**src/rtl/key_cmd_gen_if.sv**
```systemverilog
// key_cmd_gen_if: button/command bundle for key_cmd_gen.
//   key_raw          raw push buttons (bit0 add, 1 sub, 2 shift-left, 3 shift-right)
//   key_add..right   one-cycle command pulses, mutually exclusive
//   key_state        debounced level per key, 1 = pressed
//   cmd_pending      at least one command still waiting to issue
// master = button side / consumer (drives key_raw), slave = key_cmd_gen.
interface key_cmd_gen_if;
  logic [3:0] key_raw;
  logic       key_add;
  logic       key_sub;
  logic       key_shift_left;
  logic       key_shift_right;
  logic [3:0] key_state;
  logic       cmd_pending;

  modport master (
    output key_raw,
    input  key_add, key_sub, key_shift_left, key_shift_right, key_state, cmd_pending
  );

  modport slave (
    input  key_raw,
    output key_add, key_sub, key_shift_left, key_shift_right, key_state, cmd_pending
  );
endinterface

```
**src/rtl/key_cmd_gen.sv**
```systemverilog
// key_cmd_gen: turns four bouncy asynchronous buttons into clean, mutually
// exclusive single-cycle commands (add > sub > shift_left > shift_right).
//   clk    system clock
//   reset  asynchronous, active-high
//   bus    key_cmd_gen_if.slave (key_raw in; commands, key_state, cmd_pending out)
// Optional macro KEY_AUTO_REPEAT_EN: held keys re-request after REPEAT_DELAY,
// then every REPEAT_PERIOD cycles. Undefined: one pulse per debounced press.

// Per-key lane: 2-flop synchroniser, debounce, press detect, optional repeat.
module key_cmd_lane #(
  parameter int unsigned      CNT_W          = 2,
  parameter logic [CNT_W-1:0] DB_LAST        = '1,
  parameter bit               KEY_ACTIVE_LOW = 1'b1
`ifdef KEY_AUTO_REPEAT_EN
  ,
  parameter logic [31:0]      REPEAT_DELAY   = 32'd25_000_000,
  parameter logic [31:0]      REPEAT_PERIOD  = 32'd5_000_000
`endif
) (
  input  logic clk,
  input  logic reset,
  input  logic raw,
`ifdef KEY_AUTO_REPEAT_EN
  input  logic issued,
`endif
  output logic state,
  output logic req
);
  // Sync flops idle at the released level so reset never looks like a press.
  localparam logic [1:0] SYNC_IDLE = KEY_ACTIVE_LOW ? 2'b11 : 2'b00;

  logic [1:0]       sync;
  logic [CNT_W-1:0] cnt;
  logic             level, flip, rise;

  always_ff @(posedge clk or posedge reset)
    if (reset) sync <= SYNC_IDLE;
    else       sync <= {sync[0], raw};

  assign level = sync[1] ^ KEY_ACTIVE_LOW;   // 1 = pressed
  // The D-th consecutive differing sample flips the state.
  assign flip  = (level != state) && (cnt == DB_LAST);
  assign rise  = flip & ~state;

  always_ff @(posedge clk or posedge reset)
    if (reset) begin
      cnt   <= '0;
      state <= 1'b0;
    end else if (level == state) begin
      cnt   <= '0;
    end else if (cnt == DB_LAST) begin
      cnt   <= '0;
      state <= ~state;
    end else begin
      cnt   <= cnt + 1'b1;
    end

`ifdef KEY_AUTO_REPEAT_EN
  // rpt_cnt counts cycles since this key last issued (1 on the cycle after).
  // rpt_long selects the initial delay for the first repeat after a press.
  logic [31:0] rpt_cnt;
  logic        rpt_run, rpt_seen, rpt_long, fall, rpt_hit;

  assign fall    = flip & state;
  assign rpt_hit = rpt_run && !fall &&
                   (rpt_cnt == (rpt_long ? REPEAT_DELAY : REPEAT_PERIOD) - 32'd1);

  always_ff @(posedge clk or posedge reset)
    if (reset) begin
      rpt_cnt  <= '0;
      rpt_run  <= 1'b0;
      rpt_seen <= 1'b0;
      rpt_long <= 1'b0;
    end else if (fall) begin
      rpt_cnt  <= '0;
      rpt_run  <= 1'b0;
      rpt_seen <= 1'b0;
    end else if (issued && state) begin
      rpt_cnt  <= 32'd1;
      rpt_run  <= 1'b1;
      rpt_long <= ~rpt_seen;
      rpt_seen <= 1'b1;
    end else if (rpt_hit) begin
      rpt_run  <= 1'b0;                     // re-armed when the repeat issues
    end else if (rpt_run) begin
      rpt_cnt  <= rpt_cnt + 32'd1;
    end

  assign req = rise | rpt_hit;
`else
  assign req = rise;
`endif
endmodule

module key_cmd_gen #(
  parameter logic [19:0] DEBOUNCE_CYCLES = 20'd1_000_000,
  parameter bit          KEY_ACTIVE_LOW  = 1'b1,
  parameter logic [31:0] REPEAT_DELAY    = 32'd25_000_000,
  parameter logic [31:0] REPEAT_PERIOD   = 32'd5_000_000
) (
  input  logic          clk,
  input  logic          reset,
  key_cmd_gen_if.slave  bus
);
  localparam int unsigned      NUM_KEYS = 4;
  localparam int unsigned      CNT_W    = $clog2(DEBOUNCE_CYCLES + 1);
  localparam logic [CNT_W-1:0] DB_LAST  = CNT_W'(DEBOUNCE_CYCLES - 20'd1);

  logic [NUM_KEYS-1:0] state, req, pending, issue, cmd;

  // Lowest set bit = highest priority (add is bit 0).
  assign issue = pending & (~pending + 4'd1);

  for (genvar i = 0; i < NUM_KEYS; i++) begin : g_lane
    key_cmd_lane #(
      .CNT_W          (CNT_W),
      .DB_LAST        (DB_LAST),
      .KEY_ACTIVE_LOW (KEY_ACTIVE_LOW)
`ifdef KEY_AUTO_REPEAT_EN
      ,
      .REPEAT_DELAY   (REPEAT_DELAY),
      .REPEAT_PERIOD  (REPEAT_PERIOD)
`endif
    ) u_lane (
      .clk    (clk),
      .reset  (reset),
      .raw    (bus.key_raw[i]),
`ifdef KEY_AUTO_REPEAT_EN
      .issued (issue[i]),
`endif
      .state  (state[i]),
      .req    (req[i])
    );
  end

  // A request landing on an already-set flag coalesces into it; a request
  // on the flag being issued this cycle survives as a fresh entry.
  always_ff @(posedge clk or posedge reset)
    if (reset) begin
      pending <= '0;
      cmd     <= '0;
    end else begin
      pending <= (pending & ~issue) | req;
      cmd     <= issue;
    end

  assign bus.key_add         = cmd[0];
  assign bus.key_sub         = cmd[1];
  assign bus.key_shift_left  = cmd[2];
  assign bus.key_shift_right = cmd[3];
  assign bus.key_state       = state;
  assign bus.cmd_pending     = |pending;
endmodule
```
**src/flat_wrapper.sv**
```systemverilog
// flat-port wrapper written by rule: the top's interface ports become plain ports
module key_cmd_gen_flat 
#(
  parameter logic [19:0] DEBOUNCE_CYCLES = 20'd1_000_000,
  parameter bit          KEY_ACTIVE_LOW  = 1'b1,
  parameter logic [31:0] REPEAT_DELAY    = 32'd25_000_000,
  parameter logic [31:0] REPEAT_PERIOD   = 32'd5_000_000
)
  (clk, reset, bus_key_raw, bus_key_add, bus_key_sub, bus_key_shift_left, bus_key_shift_right, bus_key_state, bus_cmd_pending);
  key_cmd_gen_if bus_i ();
  input  logic clk;
  input  logic reset;
  input wire logic [$bits(bus_i.key_raw)-1:0] bus_key_raw;
  output wire logic [$bits(bus_i.key_add)-1:0] bus_key_add;
  output wire logic [$bits(bus_i.key_sub)-1:0] bus_key_sub;
  output wire logic [$bits(bus_i.key_shift_left)-1:0] bus_key_shift_left;
  output wire logic [$bits(bus_i.key_shift_right)-1:0] bus_key_shift_right;
  output wire logic [$bits(bus_i.key_state)-1:0] bus_key_state;
  output wire logic [$bits(bus_i.cmd_pending)-1:0] bus_cmd_pending;
  assign bus_i.key_raw = bus_key_raw;
  assign bus_key_add = bus_i.key_add;
  assign bus_key_sub = bus_i.key_sub;
  assign bus_key_shift_left = bus_i.key_shift_left;
  assign bus_key_shift_right = bus_i.key_shift_right;
  assign bus_key_state = bus_i.key_state;
  assign bus_cmd_pending = bus_i.cmd_pending;
  key_cmd_gen #(.DEBOUNCE_CYCLES(DEBOUNCE_CYCLES), .KEY_ACTIVE_LOW(KEY_ACTIVE_LOW), .REPEAT_DELAY(REPEAT_DELAY), .REPEAT_PERIOD(REPEAT_PERIOD)) u_core (.clk(clk), .reset(reset), .bus(bus_i));
endmodule
```
**config.mk**
```make
export PLATFORM = sky130hd
export DESIGN_NAME = key_cmd_gen_flat
export DESIGN_NICKNAME = d
export VERILOG_FILES = /design/src/rtl/key_cmd_gen_if.sv /design/src/rtl/key_cmd_gen.sv /design/src/flat_wrapper.sv
export SDC_FILE = /design/constraint.sdc
export NUM_CORES = 1
export LEC_CHECK = 0
export ABC_AREA = 1
export BUFFER_PORTS_ARGS = -buffer_cell sky130_fd_sc_hd__buf_2
export CORE_MARGIN = 2
export CORE_UTILIZATION = 30
export DETAILED_ROUTE_END_ITERATION = 8
export PLACE_DENSITY = 0.49
export SLEW_MARGIN = 10
export SYNTH_ARGS = -nofsm -noshare
export SYNTH_HDL_FRONTEND = slang
export SYNTH_SLANG_ARGS = --single-unit
```
**constraint.sdc**
```tcl
create_clock -name clk -period 6.7 [get_ports clk]
set_clock_uncertainty 0.2 [all_clocks]
set_input_delay 0.335 -clock clk [delete_from_list [all_inputs] [get_ports clk]]
set_output_delay 0.335 -clock clk [all_outputs]
set_load 0.005 [all_outputs]
```
Yosys cells after proc, flatten, opt, wreduce, memory -nomap -nowiden --
Cells that the tools add are included.
Cells by class: add/sub/neg operators 5, $mul 0, divide/modulo/power cells 0, order comparisons 0, equality and inequality tests 12, shift operators 0, multiplexer cells 8, bitwise gates (word level) 21, reductions and logical operators 9
Operators with widths (count):
- two-way mux 20 bit | 8
- adder 20 x 1 -> 20 bit (second input constant) | 4
- equality test 20 bit (second input constant) | 4
- inverter 1 bit | 12
- AND 4 bit | 2
- inverter 4 bit | 2
- AND reduction 2 bit | 4
- adder 4 x 1 -> 4 bit (second input constant) | 1
- AND 1 bit | 4
- equality test 1 bit | 4
- logical AND 1 bit | 4
- inequality test 1 bit | 4
- OR 4 bit | 1
- OR reduction 4 bit | 1
Word-level totals: flip-flop bits (word level) 100, bits in latches 0, memory bits (writable) 0, ROM bits 0, bits of input ports 6, output and inout bits 9, word-level logic and storage cells 69, memories kept 0

Longest topological paths before layout --
Gate-level depths: netlist of run 1.
word-level depth 6, gate-level depth with buffers 9, depth with buffers taken out 9

Cells and area by module --
Synthesis of run 1 repeated with hierarchy kept, for this count alone.
Second synthesis, totals: cell total of the unflattened synthesis 671, area, all modules 5340.1 um2
By module, submodules not included:
- key_cmd_lane | times used 4, cells each 162, area an instance 1267.5 um2, seq. area each 578.1 um2
- key_cmd_gen | times used 1, cells each 23, area an instance 270.3 um2, seq. area each 200.2 um2

Least setup slack after synthesis of run 1 --
No wires, ideal clock.
kind register -> register, start register u_core.g_lane[0].u_lane.cnt[0], end register u_core.g_lane[0].u_lane.cnt[6], setup time 0.086 ns, data arrival time 1.252 ns, required time 6.414 ns, setup slack 5.162 ns, stages on the path, launching flop included 9, buffers on the path 0, clock period less this slack 1.538 ns, path through dfrtp_1 > ha_1 > nand2_1 > nor2_4 > nand2_1 > nor2_1 > nand2_1 > nand2_2 > nor3_1
On the way: longest elaborated chain between the ends 3, elaborated cells on any way between the ends 4, those cells by class add/sub (1); eq/ne (1); mux (2)
Ends and longest elaborated chain:
- start: declaration | line key_cmd_gen.sv:33 | logic [CNT_W-1:0] cnt;
- start signal: assignment | line key_cmd_gen.sv:55 | cnt <= cnt + 1'b1;
- adder 20 x 1 -> 20 bit / equality test 20 bit (equally long branches) | line key_cmd_gen.sv:55, key_cmd_gen.sv:51
- two-way mux 20 bit (*) | line key_cmd_gen.sv:51 | end else if (cnt == DB_LAST) begin
- two-way mux 20 bit (*) | line key_cmd_gen.sv:49 | end else if (level == state) begin
Every way passes the cells marked *; elsewhere a longest branch is shown, timed or not. A chain may end at the register's enable or synchronous reset.

Worst setup path in the final report of run 1 --
start register u_core.g_lane[3].u_lane.sync[1], end register u_core.g_lane[3].u_lane.cnt[18]
On the way: longest elaborated chain between the ends 3
Ends and longest elaborated chain:
- start: declaration | line key_cmd_gen.sv:32 | logic [1:0] sync;
- start signal: assignment | line key_cmd_gen.sv:38 | else sync <= {sync[0], raw};
- inverter 1 bit (no line)
- equality test 1 bit | line key_cmd_gen.sv:49
- two-way mux 20 bit | line key_cmd_gen.sv:49
- end signal: assignment | line key_cmd_gen.sv:55
- end: declaration | line key_cmd_gen.sv:33
Every way passes these cells.

==> qor.txt, run 1 <==
Arrival time at the worst endpoint: 2.10 ns
Mapped Area: 0.00515 sq mm
Rows: 47
Status: finished, final reports clean
DR pass1 iterations: 5
Most common cell after layout, fill and taps aside: nor2_1
CTS root buf: clkbuf_16
Sw power: 0.000277 W
Non-filler cells, final: 897
Grt total ovfl: 0
Met3 Track Usage GR: 0.0338
Initial antenna violation count: 0
Multi-input gate area in the final layout: 0.00235 sq mm
CTS Buffer Depth: 2
Reg clk slew, reported paths: 0.07 ns
GR Layer Usage met1: 0.172
Reg2reg start: u_core.g_lane[3].u_lane.sync[1]$_DFF_PP1_
Skew-Pair Late Insertion Delay: 0.35 ns
Worst Setup SP: u_core.g_lane[3].u_lane.sync[1]$_DFF_PP1_
Syn-to-layout area delta: 13.5%
Clk pwr share: 0.466
Vias per cell: 4.47
Detailed Route WL: 10.8 mm
Sequential area share after synthesis: 0.488
Most frequent cells in the layout: 169 x nor2_1, 111 x nand2_1, 92 x dfrtp_1, 65 x inv_1, 63 x nand3_1
Die span in x: 135 um
Critical path class: reg2reg
Worst Path Required: 6.74 ns
Initial DRC Count: 253
Fraction of layout cells with a size suffix above 1: 0.105
Die ar.: 0.0182 sq mm
Fin. Hold Viols: 0
#FFs+latches synth: 100
Tightest Pin Transition: 0.811 ns
Gr busiest metal: met2
Die height: 135 um
Core area: 0.0167 sq mm
IO Pins: 15
Placed instance count: 876
Gr usage total: 0.128
Crit path to: u_core.g_lane[3].u_lane.cnt[18]$_DFF_PP0_
Largest net degree at the start of global routing: 66
Dpl hpwl: 7.83 mm
# H-tree levels: 3
DR WL/cell: 12.0 um
Max Fclk: 484 MHz
Yosys cell types: 31
Yosys warns: 0
Max stage delay on crit path: 0.61 ns
TritonCTS clock tree: done
Num CTS Buffers: 9
R2R depth: 5
Worst vdd rail ir drop: 0.156 mV
FF/Latch Area: 0.00251 sq mm
Combinational power share: 0.033
PwrDens: 211 mW/mm^2
Filler cell count: 1800
Worst hold path class: reg2reg
Crit path capture type: flip-flop
Reg2Reg Setup Slack: 4.63 ns
First-pass GRT wire length: 18.7 mm
M2 GR Usage: 0.205
Sw Ratio: 0.224
# DRC: 0
Crit-path most repeated cell: nor2_1
TNS Setup: 0 ns
Tcrit/Tclk final: 0.309
Syn Nets: 656
Antenna cell count: 0
Slew HR: 0.460
Reg power frac: 0.502
Synth Instances: 646
CTS sink cnt: 100
LEAKAGE: 2.49 nW
IO buf count: 14
Vias in the first global route: 3908
Initial Utilization: 0.308
Post-route ant nets: 0
Crit-path cells: nor2_1, nor2_1, inv_1, nand2_1, nor2_1
Routability Congestion: 0.919
Fin nets: 682
Max-cap violations: 0
Crit path max fanout: 12
DR vias: 4012
Crit path max-delay cell type: nor2_1
Post_cts resized: 0
Syn_area_per_cell: 7.97 sq um
Internal cell power: 0.000958 W
Worst R2R End: u_core.g_lane[3].u_lane.cnt[18]$_DFF_PP0_
Unrepaired setup endpoints after global routing: no
Slew Viols, Final: 0
# setup viols final: 0
Final min period: 2.07 ns
Critical Path Source Type: flip-flop
## worst max-delay path, delay by kind of cell (launching register included)
family / cells / cell delay, ns
buf+inv: 1 / 0.23
flops: 1 / 0.54
simple gates: 4 / 0.98
## power groups by stage
stage	logic, W	clock network, W	registers [W]
finish	0.0000404	0.000575	0.000620
global route	0.0000482	0.000615	0.000621
CTS	0.0000425	0.000595	0.000620
detailed placement	0.0000401	0	0.000631
global placement	0.0000395	0	0.000631
floorplan	0.0000289	0	0.000630
## cells by family after synthesis
| kind of cell | after synthesis | synth area share |
|---|---|---|
| and+or+nand+nor | 402 | 0.347 |
| AOI/OAI and AO/OA | 23 | 0.0240 |
| buffers and inverters | 72 | 0.0554 |
| xor gates and xnor gates | 45 | 0.0765 |
| DFF | 100 | 0.488 |
| adders and majority gates | 4 | 0.00972 |
## how the worst min path moves through the flow
stage | cells after the start | endpoint | slack [ns] | start
global placement | 0 | u_core.g_lane[0].u_lane.sync[1]$_DFF_PP1_ | 0.15 | u_core.g_lane[0].u_lane.sync[0]$_DFF_PP1_
CTS | 0 | u_core.g_lane[0].u_lane.sync[1]$_DFF_PP1_ | 0.16 | u_core.g_lane[0].u_lane.sync[0]$_DFF_PP1_
finish | 0 | u_core.g_lane[0].u_lane.sync[1]$_DFF_PP1_ | 0.16 | u_core.g_lane[0].u_lane.sync[0]$_DFF_PP1_
global route | 0 | u_core.g_lane[0].u_lane.sync[1]$_DFF_PP1_ | 0.16 | u_core.g_lane[0].u_lane.sync[0]$_DFF_PP1_
floorplan | 0 | u_core.g_lane[0].u_lane.sync[0]$_DFF_PP1_ | 0.14 | bus_key_raw[0]
detailed placement | 0 | u_core.g_lane[0].u_lane.sync[1]$_DFF_PP1_ | 0.15 | u_core.g_lane[0].u_lane.sync[0]$_DFF_PP1_
## Yosys cell counts
cell / instances / area, sq um
o21bai_1: 2 / 15.0
ha_1: 4 / 50.1
nor4_1: 1 / 6.26
inv_2: 1 / 3.75
buf_4: 4 / 30.0
xor2_1: 32 / 280
o22ai_1: 3 / 18.8
clkbuf_1: 1 / 3.75
nor3b_1: 1 / 7.51
a21oi_1: 6 / 30.0
nor2_2: 9 / 56.3
nor3_1: 15 / 75.1
nand3b_1: 1 / 7.51
dfrtp_1: 92 / 2300
nor2_1: 169 / 634
xnor2_1: 13 / 114
nand3_4: 1 / 17.5
o21ai_0: 8 / 40.0
nand3_1: 63 / 315
nand3_2: 4 / 40.0
nand2_1: 111 / 417
nand4_1: 9 / 56.3
dfstp_2: 8 / 210
nand2_2: 8 / 50.1
nor2_4: 4 / 45.0
nor3_4: 1 / 16.3
o21ai_1: 4 / 20.0
nand2_4: 2 / 22.5
and2_1: 1 / 6.26
or2_2: 2 / 12.5
inv_1: 66 / 248
## sequential cells by signal, indices dropped and copies added, names as in the netlist
register	cells
u_core.g_lane.u_lane.sync	8
u_core.cmd	4
u_core.g_lane.u_lane.state	4
u_core.pending	4
u_core.g_lane.u_lane.cnt	80
## stage by stage
stage	area (sq um)	total power, W	util	setup slack (ns)	hold slack [ns]
6_report	5850	0.00124	0.350	4.63	0.157
5_1_grt	5850	0.00128	0.350	4.44	0.165
4_1_cts	5850	0.00126	0.350	4.63	0.160
3_5_place_dp	5470	0.000672	0.328	4.65	0.150
3_3_place_gp	5470	0.000671	0.328	4.69	0.149
2_1_floorplan	5150	0.000659	-	3.56	0.139
## timing repair
action	CTS	global route
endpoints found under the hold margin	39	0
hold buffers	5	0
setup buffers	0	0
endpoints found under the setup margin	0	0
## routing by layer
| layer | up-vias | share of wire |
|---|---|---|
| li1 | 2080 | - |
| met1 | 1863 | 0.50 |
| met2 | 61 | 0.45 |
| met3 | 8 | 0.037 |
| met4 | 0 | 0.010 |
| met5 | - | 0 |
## cell type report
cell class,instances,share of cell area
Clock buffer,10,0.0392
Clock inverter,6,0.0163
Inverter,67,0.0434
Multi-Input combinational cell,474,0.403
Sequential cell,100,0.430
Tap cell,220,0.0471
Timing Repair Buffer,20,0.0218
Note: power is estimated with default switching activity, not from simulation.
==> run 2: changes to the inputs <==
- ABC_AREA: 1 -> 0
- PLACE_DENSITY: 0.49 -> 0.51
- clock period: 6.7 -> 1.7 ns (I/O delays scaled with it)
==> qor.txt, run 2 <==
Vias per cell: 4.76 (+6.5%)
Slew Viols, Final: 0 (unchanged)
Crit path max fanout: 20 (+8)
DR WL/cell: 14.0 um (+17%)
Worst vdd rail ir drop: 0.443 mV (+180%)
LEAKAGE: 2.82 nW (+13%)
Largest register FFs: 80 (unchanged)
Max stage delay on crit path: 0.56 ns (-0.05 ns)
Slew HR: 0.720 (+0.260)
Gr usage total: 0.148 (+0.0193)
Tcrit/Tclk final: 1.28 (+0.975)
Final setup margin: -0.482 ns (-5.11 ns)
Sequential area share after synthesis: 0.527 (+0.0393)
Worst hold path class: in2async
Worst R2R End: u_core.g_lane[3].u_lane.cnt[2]$_DFF_PP0_
Reg clk slew, reported paths: 0.06 ns (about the same)
Yosys cell types: 44 (+42%)
Synth top area share: 0.483 (+0.0360)
Vias in the first global route: 4072 (+4.2%)
Initial antenna violation count: 0 (unchanged)
DR vias: 3973 (-0.97%)
TritonCTS clock tree: done
Syn Nets: 475 (-28%)
Critical Path Source Type: flip-flop
Synth area leader: dfrtp_1
Reg2reg start: u_core.g_lane[3].u_lane.cnt[6]$_DFF_PP0_
Skew-Pair Late Insertion Delay: 0.35 ns (about the same)
Crit-path cells: or4b_1, or4_4, o22ai_4, buf_12, nor2_1
Rows: 46 (-2.1%)
CTS root buf: clkbuf_16
Fin nets: 623 (-8.7%)
Max-cap violations: 0 (unchanged)
Dpl hpwl: 7.68 mm (-1.9%)
Reg2Reg Setup Slack: -0.48 ns (-5.11 ns)
Most frequent cells in the layout: 112 x buf_4, 89 x dfrtp_1, 30 x xnor2_1, 29 x nor2_1, 27 x nand3_1
Critical path class: reg2reg
Filler cell count: 1513 (-16%)
DR pass1 iterations: 4 (-1)
Biggest register: u_core.g_lane.u_lane.cnt
Placed instance count: 787 (-10%)
Crit path max-delay cell type: or4_4
Most common cell after layout, fill and taps aside: buf_4
Async SR Flop Fraction: 1.00 (unchanged)
IO Pins: 15 (unchanged)
Most common cell in the synthesized netlist: dfrtp_1
Syn-to-layout area delta: 46.1%
Max Fclk: 458 MHz (-5.2%)
Status: finished, violations left
Grt total ovfl: 0 (unchanged)
CTS sink cnt: 100 (unchanged)
CP delay by family, top: simple AND/OR/NAND/NOR gates
PwrDens: 669 mW/mm^2 (+220%)
Routability Congestion: 0.790 (-14%)
Detailed Route WL: 11.7 mm (+8.8%)
First-pass GRT wire length: 19.7 mm (+5.3%)
Non-filler cells, final: 834 (-7.0%)
Power, Total: 0.00466 W (+280%)
Largest net degree at the start of global routing: 41 (-38%)
Crit path capture type: flip-flop
Initial Utilization: 0.303 (-0.00504)
Initial DRC Count: 170 (-33%)
Largest regs: u_core.g_lane.u_lane.cnt x80, u_core.g_lane.u_lane.sync x8
Buf+Inv Stages, Crit Path: 1 (unchanged)
Arrival time at the worst endpoint: 2.22 ns (+0.12 ns)
Die ar.: 0.0169 sq mm (-7.2%)
#FFs+latches synth: 100 (unchanged)
Top FF cell, synth: dfrtp_1
Unrepaired setup endpoints after global routing: yes
Die height: 130 um (-3.7%)
# DRC: 0 (unchanged)
Post-synth EDFFs: 0 (unchanged)
Syn_area_per_cell: 10.3 sq um (+29%)
# H-tree levels: 3 (unchanged)
Fin. Hold Viols: 0 (unchanged)
IO buf count: 14 (unchanged)
Post-synth top cells: 92 x dfrtp_1, 64 x nor2_1, 30 x nand3_1, 30 x xnor2_1, 25 x xor2_1
Post-route ant nets: 0 (unchanged)
Yosys warns: 0 (unchanged)
Mapped Area: 0.00477 sq mm (-7.5%)
Num CTS Buffers: 9 (unchanged)
Antenna cell count: 0 (unchanged)
Die span in x: 130 um (-3.7%)
Final min period: 2.18 ns (+0.114 ns)
Core area: 0.0157 sq mm (-5.9%)
Fraction of layout cells with a size suffix above 1: 0.437 (+0.332)
Synth top area cells: dfrtp_1 48%, xnor2_1 5.5%, nor2_1 5.0%
R2R depth: 5 (unchanged)
Failing checks: setup timing
CTS Buffer Depth: 2 (unchanged)
Util after Layout: 0.443 (+0.0931)
Tightest Pin Transition: 0.416 ns (-0.395 ns)
Synth Instances: 465 (-28%)
# setup viols final: 85 (+85)
Worst Path Required: 1.74 ns (-5.00 ns)
run 2: cell types whose count changed after synthesis, sizes merged, moves of 14 or more:
cell   delta
nand3    -38
inv      -53
xnor2    +17
nor2    -118
nand2    -99
a21oi    +14
o31ai    +14
or3      +15
run 2: report_power, final:
part	total (W)	internal (W)	switching (W)
Sequential	0.00245	0.00242	0.0000279
Combinational	0.000311	0.000143	0.000168
Clock	0.00190	0.00103	0.000868
run 2: layer usage:
layer  wire [um]  vias to the layer above  track usage
li1            -                     1953            -
met4         142                        0       0.0386
met5           0                        -            0
met2        5820                       45        0.248
met3         339                        9       0.0418
met1        5420                     1966        0.188
run 2: layout make-up:
cell class | instances | area (sq um) | area share
clock inverter | 2 | 10.0 | 0.00144
sequential | 100 | 2520 | 0.361
inverter | 14 | 56.3 | 0.00808
tap | 216 | 270 | 0.0388
multi-input combinational | 336 | 2560 | 0.368
clock buffer | 14 | 254 | 0.0365
timing repair buffer | 152 | 1290 | 0.186
run 2: through the flow:
| step | TNS (ns) | hold WS [ns] | worst slack [ns] | instance area, sq um |
|---|---|---|---|---|
| final | -20.45 | 0.0592 | -0.482 | 6960 |
| after global routing | -25.80 | 0.0884 | -0.530 | 6960 |
| after CTS | -18.14 | 0.0569 | -0.478 | 6810 |
| after detailed placement | -15.33 | -0.108 | -0.465 | 6010 |
| after global placement | -13.06 | -0.117 | -0.423 | 6010 |
| after floorplan | -11.92 | -0.111 | -0.399 | 4930 |
run 2: logic make-up after synthesis:
kind of cell             share of synthesized area
AND/OR/NAND/NOR                              0.255
flip-flops                                   0.527
AO/OA/AOI/OAI                               0.0766
XOR/XNOR                                     0.101
buffers and inverters                       0.0302
adder cells (fa/ha/maj)                     0.0105
run 2: repair_timing:
item,in CTS,in global routing
hold buffers,5,0
hold endpoints to repair,98,0
resized for setup,56,55
cloned,5,1
setup buffers,20,7
setup endpoints to repair,86,89
pin swaps,17,16
run 2: worst min-delay path, cell delays in order:
cell and delay (ns):
dlygate4sd3_1 0.53, buf_2 0.13, clkinvlp_4 0.26
run 2: worst max-delay path by stage:
stage / startpoint / to / slack, ns / cells after the start
after detailed placement: u_core.g_lane[3].u_lane.cnt[6]$_DFF_PP0_ / u_core.g_lane[3].u_lane.cnt[7]$_DFF_PP0_ / -0.47 / 5
after global routing: u_core.g_lane[3].u_lane.cnt[6]$_DFF_PP0_ / u_core.g_lane[3].u_lane.cnt[7]$_DFF_PP0_ / -0.53 / 5
after global placement: u_core.g_lane[3].u_lane.cnt[6]$_DFF_PP0_ / u_core.g_lane[3].u_lane.cnt[1]$_DFF_PP0_ / -0.42 / 5
final: u_core.g_lane[3].u_lane.cnt[6]$_DFF_PP0_ / u_core.g_lane[3].u_lane.cnt[2]$_DFF_PP0_ / -0.48 / 5
after CTS: u_core.g_lane[3].u_lane.cnt[6]$_DFF_PP0_ / u_core.g_lane[3].u_lane.cnt[7]$_DFF_PP0_ / -0.48 / 5
after floorplan: u_core.g_lane[3].u_lane.cnt[8]$_DFF_PP0_ / u_core.g_lane[3].u_lane.cnt[19]$_DFF_PP0_ / -0.40 / 5
